$ cat src/rtl/icache_pkg.sv
// Shared constants and FSM state encoding for the Icache refill path.
package icache_pkg;

    localparam int LINE_SIZE      = 512;
    localparam int OFFSET_WIDTH   = 6;
    localparam int MEM_DATA_WIDTH = 64;
    localparam int BEAT_NUM       = LINE_SIZE / MEM_DATA_WIDTH;
    localparam int BEAT_CNT_WIDTH = $clog2(BEAT_NUM);

    typedef enum logic [1:0] {
        IDLE = 2'd0,
        REQ  = 2'd1,
        BEAT = 2'd2,
        RESP = 2'd3
    } refill_state_e;

endpackage

$ cat src/rtl/icache_refill_unit_if.sv
// Miss, refill, memory and perf signals of the refill unit; slave = unit side, master = environment side.
// Handshakes: a transfer happens on a rising clk edge where valid and ready are both high; a raised valid
// and its payload stay stable until that edge. mem_resp_valid_i has no ready and is taken unconditionally.
interface icache_refill_unit_if #(
    parameter int ADDR_WIDTH = 64
);
    import icache_pkg::*;

    logic                      icache_miss_valid_i;
    logic                      icache_miss_ready_o;
    logic [ADDR_WIDTH-1:0]     icache_miss_addr_i;
    logic                      refill_icache_valid_o;
    logic                      refill_icache_ready_i;
    logic [LINE_SIZE-1:0]      refill_icache_data_o;
    logic                      mem_req_valid_o;
    logic                      mem_req_ready_i;
    logic [ADDR_WIDTH-1:0]     mem_req_addr_o;
    logic                      mem_resp_valid_i;
    logic [MEM_DATA_WIDTH-1:0] mem_resp_data_i;
    logic [31:0]               perf_miss_cnt_o;
    logic [31:0]               perf_busy_cycles_o;
    refill_state_e             dbg_state;

    modport slave (
        input  icache_miss_valid_i, icache_miss_addr_i, refill_icache_ready_i,
               mem_req_ready_i, mem_resp_valid_i, mem_resp_data_i,
        output icache_miss_ready_o, refill_icache_valid_o, refill_icache_data_o,
               mem_req_valid_o, mem_req_addr_o, perf_miss_cnt_o, perf_busy_cycles_o, dbg_state
    );

    modport master (
        output icache_miss_valid_i, icache_miss_addr_i, refill_icache_ready_i,
               mem_req_ready_i, mem_resp_valid_i, mem_resp_data_i,
        input  icache_miss_ready_o, refill_icache_valid_o, refill_icache_data_o,
               mem_req_valid_o, mem_req_addr_o, perf_miss_cnt_o, perf_busy_cycles_o, dbg_state
    );

endinterface

$ cat src/rtl/icache_miss_fifo.sv
// In-order miss queue holding line tags; pointers carry an extra wrap bit to tell full from empty.
module icache_miss_fifo #(
    parameter int DEPTH = 4,
    parameter int WIDTH = 58
) (
    input  logic             clk,
    input  logic             rst_n,
    input  logic             push,
    input  logic [WIDTH-1:0] din,
    input  logic             pop,
    output logic [WIDTH-1:0] dout,
    output logic             full,
    output logic             empty
);

    localparam int PW = $clog2(DEPTH);

    logic [PW:0]      wr_ptr;
    logic [PW:0]      rd_ptr;
    logic [WIDTH-1:0] mem [DEPTH];

    always_ff @(posedge clk or negedge rst_n) begin
        if (!rst_n) begin
            wr_ptr <= '0;
            rd_ptr <= '0;
            for (int i = 0; i < DEPTH; i++) mem[i] <= '0;
        end else begin
            if (push && !full) begin
                mem[wr_ptr[PW-1:0]] <= din;
                wr_ptr              <= wr_ptr + 1'b1;
            end
            if (pop && !empty) rd_ptr <= rd_ptr + 1'b1;
        end
    end

    assign empty = (wr_ptr == rd_ptr);
    assign full  = (wr_ptr[PW] != rd_ptr[PW]) && (wr_ptr[PW-1:0] == rd_ptr[PW-1:0]);
    assign dout  = mem[rd_ptr[PW-1:0]];

endmodule

$ cat src/rtl/icache_refill_unit.sv
// Queues Icache line misses and fetches each line from memory as a burst of beats, one burst at a time.
// Optional perf counters are built only when ICACHE_REFILL_PERF_EN is defined.
module icache_refill_unit
    import icache_pkg::*;
#(
    parameter int ADDR_WIDTH = 64,
    parameter int REQ_DEPTH  = 4
) (
    input  logic                 clk,
    input  logic                 rst_n,
    icache_refill_unit_if.slave  bus
);

    localparam int TAG_WIDTH = ADDR_WIDTH - OFFSET_WIDTH;

    refill_state_e               state_q;
    refill_state_e               state_d;
    logic [BEAT_CNT_WIDTH-1:0]   beat_cnt_q;
    logic [LINE_SIZE-1:0]        line_q;
    logic [TAG_WIDTH-1:0]        head_tag;
    logic                        q_full;
    logic                        q_empty;
    logic                        push;
    logic                        pop;
    logic                        last_beat;

    assign push      = bus.icache_miss_valid_i && !q_full;
    assign pop       = (state_q == REQ) && bus.mem_req_ready_i;
    assign last_beat = bus.mem_resp_valid_i && (beat_cnt_q == BEAT_CNT_WIDTH'(BEAT_NUM - 1));

    icache_miss_fifo #(
        .DEPTH (REQ_DEPTH),
        .WIDTH (TAG_WIDTH)
    ) u_miss_fifo (
        .clk   (clk),
        .rst_n (rst_n),
        .push  (push),
        .din   (bus.icache_miss_addr_i[ADDR_WIDTH-1:OFFSET_WIDTH]),
        .pop   (pop),
        .dout  (head_tag),
        .full  (q_full),
        .empty (q_empty)
    );

    // A miss accepted this cycle counts as pending so the request goes out on the next cycle.
    always_comb begin
        state_d = state_q;
        unique case (state_q)
            IDLE: if (push || !q_empty) state_d = REQ;
            REQ:  if (bus.mem_req_ready_i) state_d = BEAT;
            BEAT: if (last_beat) state_d = RESP;
            RESP: if (bus.refill_icache_ready_i) state_d = (push || !q_empty) ? REQ : IDLE;
            default: state_d = IDLE;
        endcase
    end

    always_ff @(posedge clk or negedge rst_n) begin
        if (!rst_n) begin
            state_q    <= IDLE;
            beat_cnt_q <= '0;
            line_q     <= '0;
        end else begin
            state_q <= state_d;
            if (pop) beat_cnt_q <= '0;
            if ((state_q == BEAT) && bus.mem_resp_valid_i) begin
                line_q[int'(beat_cnt_q)*MEM_DATA_WIDTH +: MEM_DATA_WIDTH] <= bus.mem_resp_data_i;
                beat_cnt_q <= beat_cnt_q + 1'b1;
            end
        end
    end

    assign bus.icache_miss_ready_o   = !q_full;
    assign bus.mem_req_valid_o       = (state_q == REQ);
    assign bus.mem_req_addr_o        = {head_tag, {OFFSET_WIDTH{1'b0}}};
    assign bus.refill_icache_valid_o = (state_q == RESP);
    assign bus.refill_icache_data_o  = line_q;
    assign bus.dbg_state             = state_q;

`ifdef ICACHE_REFILL_PERF_EN
    logic [31:0] perf_miss_q;
    logic [31:0] perf_busy_q;

    always_ff @(posedge clk or negedge rst_n) begin
        if (!rst_n) begin
            perf_miss_q <= '0;
            perf_busy_q <= '0;
        end else begin
            if (push) perf_miss_q <= perf_miss_q + 1'b1;
            if (state_q != IDLE) perf_busy_q <= perf_busy_q + 1'b1;
        end
    end

    assign bus.perf_miss_cnt_o    = perf_miss_q;
    assign bus.perf_busy_cycles_o = perf_busy_q;
`else
    assign bus.perf_miss_cnt_o    = 32'd0;
    assign bus.perf_busy_cycles_o = 32'd0;
`endif

`ifndef SYNTHESIS
    // Beats arriving with no burst in flight are dropped; flag them so the memory model can be fixed.
    stray_beat_a: assert property (@(posedge clk) disable iff (!rst_n)
        bus.mem_resp_valid_i |-> (state_q == BEAT))
        else $warning("stray memory response beat ignored");
`endif

endmodule

$ cat src/flat_wrapper.sv
// flat-port wrapper written by rule: the top's interface ports become plain ports
module icache_refill_unit_flat import icache_pkg::*;
#(
    parameter int ADDR_WIDTH = 64,
    parameter int REQ_DEPTH  = 4
)
  (clk, rst_n, bus_icache_miss_valid_i, bus_icache_miss_addr_i, bus_refill_icache_ready_i, bus_mem_req_ready_i, bus_mem_resp_valid_i, bus_mem_resp_data_i, bus_icache_miss_ready_o, bus_refill_icache_valid_o, bus_refill_icache_data_o, bus_mem_req_valid_o, bus_mem_req_addr_o, bus_perf_miss_cnt_o, bus_perf_busy_cycles_o, bus_dbg_state);
  icache_refill_unit_if #(.ADDR_WIDTH(ADDR_WIDTH)) bus_i ();
  input  logic clk;
  input  logic rst_n;
  input wire logic [$bits(bus_i.icache_miss_valid_i)-1:0] bus_icache_miss_valid_i;
  input wire logic [$bits(bus_i.icache_miss_addr_i)-1:0] bus_icache_miss_addr_i;
  input wire logic [$bits(bus_i.refill_icache_ready_i)-1:0] bus_refill_icache_ready_i;
  input wire logic [$bits(bus_i.mem_req_ready_i)-1:0] bus_mem_req_ready_i;
  input wire logic [$bits(bus_i.mem_resp_valid_i)-1:0] bus_mem_resp_valid_i;
  input wire logic [$bits(bus_i.mem_resp_data_i)-1:0] bus_mem_resp_data_i;
  output wire logic [$bits(bus_i.icache_miss_ready_o)-1:0] bus_icache_miss_ready_o;
  output wire logic [$bits(bus_i.refill_icache_valid_o)-1:0] bus_refill_icache_valid_o;
  output wire logic [$bits(bus_i.refill_icache_data_o)-1:0] bus_refill_icache_data_o;
  output wire logic [$bits(bus_i.mem_req_valid_o)-1:0] bus_mem_req_valid_o;
  output wire logic [$bits(bus_i.mem_req_addr_o)-1:0] bus_mem_req_addr_o;
  output wire logic [$bits(bus_i.perf_miss_cnt_o)-1:0] bus_perf_miss_cnt_o;
  output wire logic [$bits(bus_i.perf_busy_cycles_o)-1:0] bus_perf_busy_cycles_o;
  output wire logic [$bits(bus_i.dbg_state)-1:0] bus_dbg_state;
  assign bus_i.icache_miss_valid_i = bus_icache_miss_valid_i;
  assign bus_i.icache_miss_addr_i = bus_icache_miss_addr_i;
  assign bus_i.refill_icache_ready_i = bus_refill_icache_ready_i;
  assign bus_i.mem_req_ready_i = bus_mem_req_ready_i;
  assign bus_i.mem_resp_valid_i = bus_mem_resp_valid_i;
  assign bus_i.mem_resp_data_i = bus_mem_resp_data_i;
  assign bus_icache_miss_ready_o = bus_i.icache_miss_ready_o;
  assign bus_refill_icache_valid_o = bus_i.refill_icache_valid_o;
  assign bus_refill_icache_data_o = bus_i.refill_icache_data_o;
  assign bus_mem_req_valid_o = bus_i.mem_req_valid_o;
  assign bus_mem_req_addr_o = bus_i.mem_req_addr_o;
  assign bus_perf_miss_cnt_o = bus_i.perf_miss_cnt_o;
  assign bus_perf_busy_cycles_o = bus_i.perf_busy_cycles_o;
  assign bus_dbg_state = bus_i.dbg_state;
  icache_refill_unit #(.ADDR_WIDTH(ADDR_WIDTH), .REQ_DEPTH(REQ_DEPTH)) u_core (.clk(clk), .rst_n(rst_n), .bus(bus_i));
endmodule
$ cat config.mk
export PLATFORM = sky130hd
export DESIGN_NAME = icache_refill_unit_flat
export DESIGN_NICKNAME = d
export VERILOG_FILES = /design/src/rtl/icache_pkg.sv /design/src/rtl/icache_refill_unit_if.sv /design/src/rtl/icache_miss_fifo.sv /design/src/rtl/icache_refill_unit.sv /design/src/flat_wrapper.sv
export SDC_FILE = /design/constraint.sdc
export NUM_CORES = 1
export LEC_CHECK = 0
export ABC_CLOCK_PERIOD_IN_PS = 5130
export BUFFER_PORTS_ARGS = -buffer_cell sky130_fd_sc_hd__buf_2
export CAP_MARGIN = 0
export CORE_AREA = 2 2 300 302
export CTS_CLUSTER_SIZE = 28
export DETAILED_ROUTE_END_ITERATION = 10
export DIE_AREA = 0 0 302 304
export SLEW_MARGIN = 25
export SYNTH_ARGS = -nofsm -noshare
export SYNTH_HDL_FRONTEND = slang
export SYNTH_SLANG_ARGS = --single-unit
$ cat constraint.sdc
create_clock -name clk -period 5.13 [get_ports clk]
set_input_delay 0.513 -clock clk [delete_from_list [all_inputs] [get_ports clk]]
set_output_delay 0.513 -clock clk [all_outputs]
set_load 0.01 [all_outputs]
== Yosys cells after proc, flatten, opt, wreduce, memory -nomap -nowiden ==
Index checks and enable logic that the tools add are counted.

* Bits in registers: 755
* Bits of input ports: 134
* Logic and storage cells: 60
* Output and inout bits: 645

* Add/sub/neg operators: 4
* Magnitude comparators: 3
* Bitwise logic cells: 2
* Muxes and demuxes: 15
* Equality and inequality tests: 11
* Reduce and logical (&&, ||, !) cells: 14
* Shift operators: 2

{| class="wikitable"
|+ Operators by type and width
! operator !! count
|-
| $bwmux W512 || 1
|-
| $shift A64 B33 Y512 const A || 1
|-
| $shiftx A64 B33 Y512 || 1
|-
| $bwmux W232 || 1
|-
| $mux W58 || 3
|-
| $bmux W58 S2 || 1
|-
| $demux W58 S2 || 1
|-
| $neg A9 Y33 || 1
|-
| $add A3 B1 Y3 const B || 3
|-
| $logic_and A1 B1 Y1 || 8
|-
| $mux W2 || 4
|-
| $pmux W2 S4 || 1
|-
| $ge A3 B3 Y1 const B || 2
|-
| $mux W3 || 2
|-
| $not A2 Y3 || 2
|-
| $eq A2 B2 Y1 const B || 2
|-
| $ne A2 B1 Y1 const B || 2
|-
| $ne A2 B2 Y1 const B || 2
|-
| $reduce_and A4 Y1 || 1
|-
| $eq A3 B3 Y1 || 1
|-
| $eq A3 B3 Y1 const B || 1
|-
| $lt A3 B1 Y1 const B || 1
|-
| $eq A2 B1 Y1 const B || 1
|-
| $eq A2 B2 Y1 || 1
|-
| other kinds (6) || 7
|}

== Longest topological paths before layout ==
* Word-level depth: 8
* Mapped depth: 12
* Gate-level depth less buffers: 7

== Hierarchy ==
Synthesis repeated with hierarchy kept, for this count alone.

* Cell total of the unflattened synthesis: 2879
* Area, all modules: 31790.5 um2

{| class="wikitable"
|+ By module, submodules not included
! module !! seq. area each (um2) !! area an instance (um2) !! cells each !! instances
|-
| icache_refill_unit || 12937.4 || 21433.1 || 2273 || 1
|-
| icache_miss_fifo || 5955.7 || 10357.4 || 606 || 1
|}

== Worst setup path after synthesis ==
OpenSTA, ideal clock, no wires.

* Path kind: reg2reg
* Start: reg u_core.beat_cnt_q[0]
* End: reg u_core.line_q[10] (netlist: u_core.bus.refill_icache_data_o[10])
* Buffers on the path: 2
* Arrival: 2.302 ns
* Setup slack: 2.704 ns
* Clock period less this slack: 2.426 ns
* Data required time: 5.005 ns
* Cell stages (with the launch flop): 8
* Library setup time: 0.125 ns
* Cell sequence: dfrtp_1 -> buf_6 -> inv_1 -> ha_1 -> ha_1 -> nor4_4 -> buf_6 -> mux2_2

* Word-level cells in the longest chain between the ends: 3
* Elaborated cells on any way between the ends: 4
* Classes of those cells: 1 x add/sub; 2 x shift; 1 x mux

{| class="wikitable"
|+ RTL lines
! what !! RTL line !! source
|-
| from (decl) || icache_refill_unit.sv:18 || <nowiki>logic [BEAT_CNT_WIDTH-1:0] beat_cnt_q;</nowiki>
|-
| from (signal assigned) || icache_refill_unit.sv:67 || <nowiki>beat_cnt_q <= beat_cnt_q + 1'b1;</nowiki>
|-
| $neg A9 Y33 * || icache_refill_unit.sv:66 || <nowiki>line_q[int'(beat_cnt_q)*MEM_DATA_WIDTH +: MEM_DATA_WIDTH] <= bus.mem_resp_data_i;</nowiki>
|-
| $shiftx A64 B33 Y512 / $shift A64 B33 Y512 (equally long branches) || icache_refill_unit.sv:66 ||
|-
| $bwmux W512 * || icache_refill_unit.sv:66 ||
|-
| to (signal, indexed assignment) || icache_refill_unit.sv:66 ||
|-
| to (decl) || icache_refill_unit.sv:19 || <nowiki>logic [LINE_SIZE-1:0] line_q;</nowiki>
|}

Mark *: on every way between the ends. The rest lies on a longest branch, timed or not.
A chain may end at the register's enable or synchronous reset.

== Worst setup path after layout ==
* Start: reg u_core.beat_cnt_q[0]
* End: reg u_core.line_q[176] (netlist: u_core.bus.refill_icache_data_o[176])

Same word-level chain as after synthesis.

==> parameters.txt <==
Parameter                              Value

Setup path
  CP max stage delay    between 0.6 and 0.7 ns
  Worst Setup End Kind    flop
  Arrival time at the worst endpoint    between 4 and 5 ns
  Number of cells traversed by the worst register-to-register path    8
  CP startpoint kind    flop
  Maximum net fanout on the critical path    66
  Endpoint of the worst-slack reg-to-reg timing path    u_core.bus.refill_icache_data_o[176]
  Worst reg2reg setup slack    ~1.5 ns
  Dominant cell type by count on the critical path    sky130_fd_sc_hd__ha_1
  Cell class contributing the biggest share of worst-path delay    simple AND/OR/NAND/NOR gates
  Worst setup path class    flop to flop
  Beginning of the worst register-to-register path    u_core.beat_cnt_q[0]
  Required time at the endpoint of the critical path    roughly 5.6 ns
  Ordered list of cells on the worst path    inv_1, ha_1, ha_1, o31a_1, nand3_4, buf_4, nand2_1, o21ai_0
  CP max-delay cell    sky130_fd_sc_hd__nand3_4
  Crit path buffers/inverters    2

Synthesis
  Sequential cell area fraction in the yosys report    just under 60%
  Top cell type by total area after synthesis    sky130_fd_sc_hd__dfrtp_1
  Cell area after synthesis    about 0.032 mm2
  Prevailing post-synth register cell    sky130_fd_sc_hd__dfrtp_1
  Number of enable-type register cells in the synthesized netlist    0
  Number of register bits inferred by synthesis    approximately 760
  Cell types with the largest area share after synthesis    sky130_fd_sc_hd__dfrtp_1 60%, sky130_fd_sc_hd__mux2_2 10%, sky130_fd_sc_hd__nand2_1 6.1%
  Yosys warnings    0
  Count of different cell masters after synthesis    42
  Per-instance average area after synthesis    about 11 um2
  Fraction of registers with async set or reset after synthesis    100%
  Synthesized instance count    between 2000 and 3000
  Proportion of netlist area held by the largest area contributor    between 50% and 60%

Drt
  Remaining design rule violation count    0
  Detailed Route Iter0 Violations    between 1500 and 2000
  Routed vias/inst    4.93
  WL/cell    approximately 21 um
  Detailed-routed wire length on met2    ~48000 um
  Vias post-DR    around 23000
  Number of nets with antenna violations after routing    0
  Met3 wire length    between 6000 and 7000 um
  Routed met1 length    just over 40000 um
  Post-Route WL    between 90000 and 100000 um
  Max layer used    met4
  First-pass iteration count of the detailed router    5

Clock tree
  Clock-pin slew of the registers on the worst-case setup and hold paths    ~0.060 ns
  Clk Tree Root Cell    sky130_fd_sc_hd__clkbuf_16
  Skew-Pair Late Insertion Delay    0.65 ns
  Post CTS Setup Buffer Count    0
  Level count of the clock H-tree    3
  Number of buffers on the longest clock path    3
  CTS tree    done
  Clk sink count    755
  Number of buffers created by CTS    86

Cells and area
  Fill cell instance count of the final layout    between 8000 and 9000
  Most common cell after layout, fill and taps aside    sky130_fd_sc_hd__dfrtp_1
  Number of nets in the finished design    between 3000 and 4000
  Commonest cells after routing, fill and taps aside    753 x sky130_fd_sc_hd__dfrtp_1, 701 x sky130_fd_sc_hd__buf_2, 516 x sky130_fd_sc_hd__nand2_1, 386 x sky130_fd_sc_hd__o21ai_0, 290 x sky130_fd_sc_hd__mux2_2
  Synth-to-Final Area Change    22.5%
  Layout cells sized above 1    a little over a third
  Utilization of the core after routing    between 40% and 50%
  Final std cells w/o fill    4694
  Final standard cell area without fillers    0.0388 mm2

Timing
  Number of pins with negative max-slew slack in the final report    0
  Max-slew headroom    between 30% and 40%
  Final-report setup violation count    0
  Clock period minus final worst setup slack    roughly 3.6 ns
  Unrepaired setup endpoints after global routing    no
  Final critical-path share of the clock period    a little over two thirds
  Upper clock frequency limit    0.278 GHz
  Final Hold Viols    0
  Sum of negative setup slack    0 ns
  Tightest hold margin    approximately 0.14 ns
  Pin slew with the least headroom to its limit    0.992 ns
  Maximum clock skew at final layout    a little over 0.02 ns

GRT
  Via count of the first global-routing pass    about 23000
  Overall track demand over capacity in global routing    about 22%
  Overall overflow remaining after global route    0
  Initial antenna violation count    4
  Maximum number of pins on one net before global-route repair    121
  First-pass GRT wire length    between 100000 and 150000 um

Floorplanning
  Area enclosed by the die boundary    0.0918 mm2
  Floorplan Core Area    approximately 0.09 mm2
  Die extent in x    302 um
  Placement row count    110
  Initial standard-cell utilization of the core    35.6%
  Count of pins on the block boundary    around 780
  Die Span Y    304 um

Worst hold path
  Hold_sp    bus_icache_miss_addr_i[36]
  Type of the most critical hold path    primary input to flop
  Number of stages on the worst hold path    2
  Hold Path End    u_core.u_miss_fifo.mem[146]

Place
  Global placement routability congestion    between 0.8 and 0.9
  Count of input and output buffers    702
  Placement-stage cell area    approximately 0.036 mm2
  Detail Placement HPWL    ~67000 um
  Inst Count DP    4535

Pwr
  Static power due to leakage    about 19 nW
  Total power density per cell area    about 570 mW/mm2
  Worst supply voltage drop on vdd    about 0.36 mV

Status
  Outcome    completed

Job
  Max Cap Violations    0
what timing repair did:
item	4_1_cts	5_1_grt
hold endpoints to repair	83	0
hold buffers	1	0
gates resized for setup	0	0
registers in the layout (all words and copies together) (netlist names):
| name | flops |
|---|---|
| u_core.beat_cnt_q | 3 |
| u_core.bus.dbg_state | 2 |
| u_core.bus.refill_icache_data_o | 512 |
| u_core.u_miss_fifo.mem | 232 |
| u_core.u_miss_fifo.rd_ptr | 3 |
| u_core.u_miss_fifo.wr_ptr | 3 |
worst register-to-register path, cell delays in order (launching register included):
cell	delay [ns]
sky130_fd_sc_hd__dfrtp_1	0.66
sky130_fd_sc_hd__inv_1	0.24
sky130_fd_sc_hd__ha_1	0.28
sky130_fd_sc_hd__ha_1	0.42
sky130_fd_sc_hd__o31a_1	0.37
sky130_fd_sc_hd__nand3_4	0.67
sky130_fd_sc_hd__buf_4	0.56
sky130_fd_sc_hd__nand2_1	0.17
sky130_fd_sc_hd__o21ai_0	0.09
stage by stage:
stage / power [mW] / setup WS [ns]
4_1_cts: 22.4 / 1.47
3_3_place_gp: 15.9 / 1.48
5_1_grt: 23.3 / 1.21
2_1_floorplan: 13.1 / 2.70
3_5_place_dp: 16.1 / 1.49
6_report: 22.1 / 1.53
how the worst max path moves through the flow:
stage,startpoint,to,cells after the start
floorplan,u_core.beat_cnt_q[0],u_core.bus.refill_icache_data_o[10],7
global placement,u_core.beat_cnt_q[0],u_core.bus.refill_icache_data_o[56],6
detailed placement,u_core.beat_cnt_q[0],u_core.bus.refill_icache_data_o[183],8
CTS,u_core.beat_cnt_q[0],u_core.bus.refill_icache_data_o[176],8
global route,u_core.beat_cnt_q[0],u_core.bus.refill_icache_data_o[176],8
finish,u_core.beat_cnt_q[0],u_core.bus.refill_icache_data_o[176],8
cells by family after synthesis:
kind of cell	Yosys count	share of synthesized area [%]
and+or+nand+nor	801	10.8
AOI/OAI and AO/OA	398	6.40
DFF	755	59.6
adders and majority gates	17	0.671
muxes	356	14.7
buffers and inverters	533	7.53
xor gates and xnor gates	8	0.268
other	1	0.0118
layer usage:
layer	GRT usage [%]	vias to the layer above
met3	4.37	217
met2	34.9	840
li1	-	10500
met5	0	-
met4	10.1	0
met1	27.7	11600
Yosys cell counts (2+ instances only):
library cell / count
sky130_fd_sc_hd__dfrtp_1: 755
sky130_fd_sc_hd__nand2_1: 516
sky130_fd_sc_hd__o21ai_0: 386
sky130_fd_sc_hd__mux2_2: 290
sky130_fd_sc_hd__nand3_1: 261
sky130_fd_sc_hd__inv_1: 203
sky130_fd_sc_hd__clkbuf_1: 199
sky130_fd_sc_hd__buf_4: 81
sky130_fd_sc_hd__mux4_2: 58
sky130_fd_sc_hd__buf_2: 23
sky130_fd_sc_hd__buf_1: 20
sky130_fd_sc_hd__ha_1: 17
sky130_fd_sc_hd__mux2_1: 8
sky130_fd_sc_hd__buf_6: 7
sky130_fd_sc_hd__and2_1: 5
sky130_fd_sc_hd__and4b_1: 3
sky130_fd_sc_hd__nor2_1: 3
sky130_fd_sc_hd__xnor2_1: 3
sky130_fd_sc_hd__xor2_1: 3
sky130_fd_sc_hd__a21oi_1: 2
sky130_fd_sc_hd__a22o_1: 2
sky130_fd_sc_hd__and2_0: 2
sky130_fd_sc_hd__nor2b_1: 2
sky130_fd_sc_hd__xnor2_2: 2
cell type report:
| class | count | area [um2] | share of cell area [%] |
|---|---|---|---|
| diodes | 2 | 5.00 | 0.0129 |
| clock buffers | 131 | 2550 | 6.57 |
| clock inverters | 25 | 312 | 0.802 |
| inverters | 203 | 762 | 1.96 |
| multi-input cells | 1650 | 10800 | 27.8 |
| flip-flops and latches | 755 | 18900 | 48.7 |
| well taps | 1176 | 1470 | 3.79 |
| repair buffers | 752 | 4060 | 10.4 |
report_power, final:
| group | total [mW] | internal [mW] | switching (mW) |
|---|---|---|---|
| Sequential | 8.72 | 7.75 | 0.962 |
| Combinational | 7.21 | 3.32 | 3.89 |
| Clock | 6.20 | 3.65 | 2.55 |
Note: power is estimated with default switching activity, not from simulation.
